### src/rtl/gbt_tx_frame_builder.sv
// Packs 64-bit status words into 84-bit GBT frames: SOP/DATA/TRAILER packets with rolling sequence and XOR checksum.
// One registered frame per clock, idle frames when no packet; HOLD frames cover input underrun, ABORT on link loss.
module gbt_tx_frame_builder #(
  parameter int PKT_FRAMES = 8,
  parameter int CNT_W      = 16
) (
  input  logic             clk_ik,
  input  logic             rst_irn,
  input  logic             enable_i,
  input  logic [63:0]      data_i,
  input  logic             valid_i,
  output logic             ready_o,
  output logic [83:0]      frame_o,
  output logic             sop_o,
  output logic             pkt_done_o,
  output logic             pkt_abort_o,
  output logic [CNT_W-1:0] underrun_cnt_o,
  output logic [CNT_W-1:0] abort_cnt_o
);

  localparam logic [1:0] ST_IDLE    = 2'd0;
  localparam logic [1:0] ST_DATA    = 2'd1;
  localparam logic [1:0] ST_TRAILER = 2'd2;

  localparam logic [7:0] HDR_IDLE    = 8'h00;
  localparam logic [7:0] HDR_SOP     = 8'hA5;
  localparam logic [7:0] HDR_DATA    = 8'h5A;
  localparam logic [7:0] HDR_HOLD    = 8'h3C;
  localparam logic [7:0] HDR_TRAILER = 8'hC3;
  localparam logic [7:0] HDR_ABORT   = 8'hFF;

  localparam logic [7:0] PKT_LEN = 8'(PKT_FRAMES);

  logic [1:0]       state_q, state_d;
  logic [7:0]       seq_q, seq_d;
  logic [7:0]       cnt_q, cnt_d;
  logic [63:0]      chk_q, chk_d;
  logic [CNT_W-1:0] und_q, und_d;
  logic [CNT_W-1:0] abt_q, abt_d;
  logic [83:0]      frame_q, frame_d;
  logic             sop_q, sop_d;
  logic             done_q, done_d;
  logic             abort_q, abort_d;

  logic             accept;
  logic [7:0]       hdr;
  logic [7:0]       fseq;
  logic [63:0]      pay;

  assign ready_o = enable_i & rst_irn & (state_q != ST_TRAILER);
  assign accept  = valid_i & ready_o;

  always_comb begin
    state_d = state_q;
    seq_d   = seq_q;
    cnt_d   = cnt_q;
    chk_d   = chk_q;
    und_d   = und_q;
    abt_d   = abt_q;
    hdr     = HDR_IDLE;
    fseq    = 8'h00;
    pay     = 64'h0;
    sop_d   = 1'b0;
    done_d  = 1'b0;
    abort_d = 1'b0;
    case (state_q)
      ST_IDLE: begin
        if (accept) begin
          hdr     = HDR_SOP;
          fseq    = seq_q;
          seq_d   = seq_q + 8'd1;
          pay     = data_i;
          chk_d   = data_i;
          cnt_d   = 8'd1;
          sop_d   = 1'b1;
          state_d = (PKT_FRAMES == 1) ? ST_TRAILER : ST_DATA;
        end
      end
      ST_DATA: begin
        // Link loss wins over any data or hold decision.
        if (!enable_i) begin
          hdr     = HDR_ABORT;
          abort_d = 1'b1;
          cnt_d   = 8'd0;
          chk_d   = 64'h0;
          state_d = ST_IDLE;
          if (abt_q != {CNT_W{1'b1}}) abt_d = abt_q + 1'b1;
        end else if (accept) begin
          hdr   = HDR_DATA;
          fseq  = seq_q;
          seq_d = seq_q + 8'd1;
          pay   = data_i;
          chk_d = chk_q ^ data_i;
          cnt_d = cnt_q + 8'd1;
          if (cnt_q + 8'd1 == PKT_LEN) state_d = ST_TRAILER;
        end else begin
          hdr = HDR_HOLD;
          if (und_q != {CNT_W{1'b1}}) und_d = und_q + 1'b1;
        end
      end
      ST_TRAILER: begin
        if (enable_i) begin
          hdr    = HDR_TRAILER;
          fseq   = seq_q;
          seq_d  = seq_q + 8'd1;
          pay    = chk_q;
          done_d = 1'b1;
        end else begin
          hdr     = HDR_ABORT;
          abort_d = 1'b1;
          if (abt_q != {CNT_W{1'b1}}) abt_d = abt_q + 1'b1;
        end
        cnt_d   = 8'd0;
        chk_d   = 64'h0;
        state_d = ST_IDLE;
      end
      default: state_d = ST_IDLE;
    endcase
    frame_d = {4'hF, hdr, fseq, pay};
  end

  always_ff @(posedge clk_ik or negedge rst_irn) begin
    if (!rst_irn) begin
      state_q <= ST_IDLE;
      seq_q   <= 8'h00;
      cnt_q   <= 8'h00;
      chk_q   <= 64'h0;
      und_q   <= '0;
      abt_q   <= '0;
      frame_q <= {4'hF, 80'h0};
      sop_q   <= 1'b0;
      done_q  <= 1'b0;
      abort_q <= 1'b0;
    end else begin
      state_q <= state_d;
      seq_q   <= seq_d;
      cnt_q   <= cnt_d;
      chk_q   <= chk_d;
      und_q   <= und_d;
      abt_q   <= abt_d;
      frame_q <= frame_d;
      sop_q   <= sop_d;
      done_q  <= done_d;
      abort_q <= abort_d;
    end
  end

  assign frame_o        = frame_q;
  assign sop_o          = sop_q;
  assign pkt_done_o     = done_q;
  assign pkt_abort_o    = abort_q;
  assign underrun_cnt_o = und_q;
  assign abort_cnt_o    = abt_q;

endmodule

### config.mk
export PLATFORM = sky130hd
export DESIGN_NAME = gbt_tx_frame_builder
export DESIGN_NICKNAME = d
export VERILOG_FILES = /design/src/rtl/gbt_tx_frame_builder.sv
export SDC_FILE = /design/constraint.sdc
export NUM_CORES = 1
export LEC_CHECK = 0
export ABC_AREA = 1
export CAP_MARGIN = 20
export CORE_MARGIN = 4
export CORE_UTILIZATION = 55
export DETAILED_ROUTE_END_ITERATION = 8
export PLACE_DENSITY = 0.84
export SLEW_MARGIN = 10
export SYNTH_ARGS = -nofsm -noshare
export SYNTH_HDL_FRONTEND = slang
export SYNTH_SLANG_ARGS = --single-unit
### constraint.sdc
create_clock -name clk_ik -period 3.3 [get_ports clk_ik]
set_input_delay 0.66 -clock clk_ik [delete_from_list [all_inputs] [get_ports clk_ik]]
set_output_delay 0.66 -clock clk_ik [all_outputs]
set_load 0.05 [all_outputs]
==> flow_summary_export.csv <==
group,metric,value,unit
worst_setup_path,crit_arrival,1.74,ns
final_layout,fin_util,71.8,%
worst_setup_path,cp_max_fo,6,
die,core,16700,um^2
global_routing,grt_pass1_wl,40100,um
worst_setup_path,cpPeakStageDelay,0.85,ns
routing,firstDrtPassIters,5,
place,portBuffers,183,
sta,fin_crit_sh,72.8,%
place,dpl_cell_area,11400,um^2
run_status,status,"complete, no violations",
clock_tree,postCtsSetupBuffers,0,
routing,num_vias,8263,
sta,finalSetupViolCount,0,
final_layout,drive_gt1_share,5.12,%
routing,drt_iter0_drc,634,
synth,yosysMostFrequentCell,"nand2_1",
synth,netlist_area,9450,um^2
clock_tree,htreeDepth,4,
clock_tree,clock_sinks,193,
power_and_ir_drop,power_density,886,nW/um^2
synth,ys_seq_area_share,51.1,%
worst_setup_path,crit_buf_inv,1,
synth,netlist-cell-type-count,37,
worst_setup_path,crit_type,"reg2out",
worst_setup_path,rr_startpoint,"state_q[1]$_DFFE_PN0P_",
die,placementRows,47,
sta,setup_ws,0.899,ns
die,initial_utilization,56.6,%
synth,netlist.area_leader.share,51.1,%
sta,fin_setup_tns,0,ns
worst_setup_path,required,2.64,ns
place,gp_congestion,0.886,
worst_setup_path,rrSetupSlack,0.91,ns
clock_tree,clk_pin_slew,0.07,ns
synth,synth_area_leaders,"dfrtp_1 (51%), nand2_1 (9.2%), inv_1 (5.1%)",
clock_tree,cts-buffers-inserted,17,
clock_tree,cts_hold_buf,0,
final_layout,area_growth,26.9,%
clock_tree,cts_root_buf,"clkbuf_16",
global_routing,grt_max_degree,89,
die,dieArea,19300,um^2
die,die_h,139,um
synth,netlist_instances,1106,
run,cap_violations,0,
sta,fmax,416,MHz
synth,ys_warn_count,0,
synth,yosys.area.top_type,"dfrtp_1",
routing,drc,0,
synth,synth_edf_count,0,
routing,via_per_inst,5.55,
worst_setup_path,crit_family,"buffers and inverters",
final_layout,fill_cells,1248,
worst_hold_path,min_path_type,"in2async",
sta,drv_slew,0,
power_and_ir_drop,power,10.6,mW
global_routing,overflow,0,
power_and_ir_drop,power.leakage,5.15,nW
worst_setup_path,start_kind,"flop",
clock_tree,cts.repair.resized,0,
routing,avgRoutedWirePerCell,15.9,um
sta,period_needed,2.40,ns
synth,synthArstFlopShare,100,%
final_layout,nets,1333,
clock_tree,clk_latency,0.43,ns
place,pre_cts_ws,0.554,ns
synth,ys_seq_elements,193,
die,dieWidth,139,um
global_routing,antenna_found_initial,0,
worst_setup_path,cp_num_cells,1,
global_routing,grt_pass1_vias,8246,
routing,final_antenna_net_count,0,
power_and_ir_drop,vdd_ir_drop_max,0.781,mV
clock_tree,cts_tree,"built",
clock_tree,clockBufferDepth,2,
worst_setup_path,crit_start,"underrun_cnt_o[12]$_DFFE_PN0P_",
worst_setup_path,endpoint_kind,"primary output",
sta,hold_viol,0,
sta,relSlewSlack,42.8,%
sta,tightest_slew,0.858,ns
worst_setup_path,r2r_cells,9,
synth,yosys_most_used_dff,"dfrtp_1",
global_routing,grtUsageTotal,24.7,%
worst_setup_path,crit_chain,"clkdlybuf4s50_1",
synth,yosys-top-cells-count,"nand2_1 (232), dfrtp_1 (193), inv_1 (128)",
sta,clock_skew,0.00986,ns
worst_setup_path,critical_path.slowest_cell,"clkdlybuf4s50_1",
sta,rsz0062_at_grt,"false",
die,pin_count,188,
worst_setup_path,timing.rr.end,"abort_cnt_o[9]$_DFFE_PN0P_",
synth,synth.avg_cell_area,8.54,um^2
final_layout,fin_area,12000,um^2
routing,wirelength,23600,um
final_layout,num_antenna_cells,0,
place,hpwl,15300,um
worst_setup_path,critPathCapture,"underrun_cnt_o[12]",
==> layout make-up <==
type | instances | area, um^2 | area share (%)
inverter | 131 | 492 | 4.10
clock buffer | 18 | 439 | 3.66
clock inverter | 14 | 180 | 1.50
multi-input combinational | 718 | 3790 | 31.6
tap | 220 | 275 | 2.30
sequential | 193 | 4830 | 40.3
timing repair buffer | 195 | 1990 | 16.6
==> sequential cells by signal (all words and copies together) (netlist names) <==
register / cells
chk_q: 64
pkt_abort_o: 1
abort_cnt_o: 16
pkt_done_o: 1
sop_o: 1
frame_o: 76
cnt_q: 8
state_q: 2
underrun_cnt_o: 16
seq_q: 8
==> cells by family after synthesis <==
kind of cell,share of synthesized area (%)
and+or+nand+nor,21.7
AOI/OAI and AO/OA,13.7
buffers and inverters,9.18
DFF,51.1
xor gates and xnor gates,2.78
adders and majority gates,1.19
muxes,0.225
other,0.0397
==> cells in the final DEF, fill, tap and decap left out, types with 12 or more instances in the layout <==
cell type,n
nor2_1,32
nand2_1,231
o21ai_1,12
clkbuf_16,17
dfrtp_1,193
xor2_1,26
nand4_1,68
clkdlybuf4s50_1,181
a21oi_1,66
nand3_1,87
inv_1,127
o21ai_0,69
nor3_1,15
o21bai_1,63
==> worst min-delay path by stage <==
stage | startpoint | end | slack, ns | cells after the start
finish | rst_irn | abort_cnt_o[8]$_DFFE_PN0P_ | 0.13 | 1
global route | rst_irn | abort_cnt_o[8]$_DFFE_PN0P_ | 0.14 | 1
CTS | rst_irn | abort_cnt_o[8]$_DFFE_PN0P_ | 0.13 | 1
detailed placement | seq_q[5]$_DFFE_PN0P_ | seq_q[5]$_DFFE_PN0P_ | 0.48 | 2
global placement | seq_q[7]$_DFFE_PN0P_ | seq_q[7]$_DFFE_PN0P_ | 0.47 | 2
floorplan | rst_irn | abort_cnt_o[0]$_DFFE_PN0P_ | 0.36 | 0
==> layer usage <==
metal	global-route usage (%)	share of wire [%]	up-vias
met4	7.21	1.5	0
li1	-	-	3951
met3	4.52	6.1	30
met1	34.0	45	3995
met2	40.5	48	287
met5	0	0	-
==> power breakdown <==
part	total (mW)	internal, mW	switching, mW
logic	4.87	1.45	3.42
registers	3.58	3.07	0.512
clock network	2.17	1.23	0.941
==> through the flow <==
| step | std cells | hold WS (ns) |
|---|---|---|
| floorplan | 1109 | 0.364 |
| global placement | 1457 | 0.472 |
| detailed placement | 1457 | 0.484 |
| CTS | 1489 | 0.132 |
| global route | 1489 | 0.142 |
| finish | 1489 | 0.131 |
==> worst reg2reg max path: stages, from the launching register on <==
cell and delay, ns:
dfrtp_1 0.43, inv_1 0.12, ha_2 0.69, inv_2 0.08
nor2_1 0.20, nand2_1 0.11, nand2_2 0.25, nand2_1 0.16
o21ai_0 0.18, nand2_1 0.06
No activity file was read; power rests on OpenSTA's default activity.
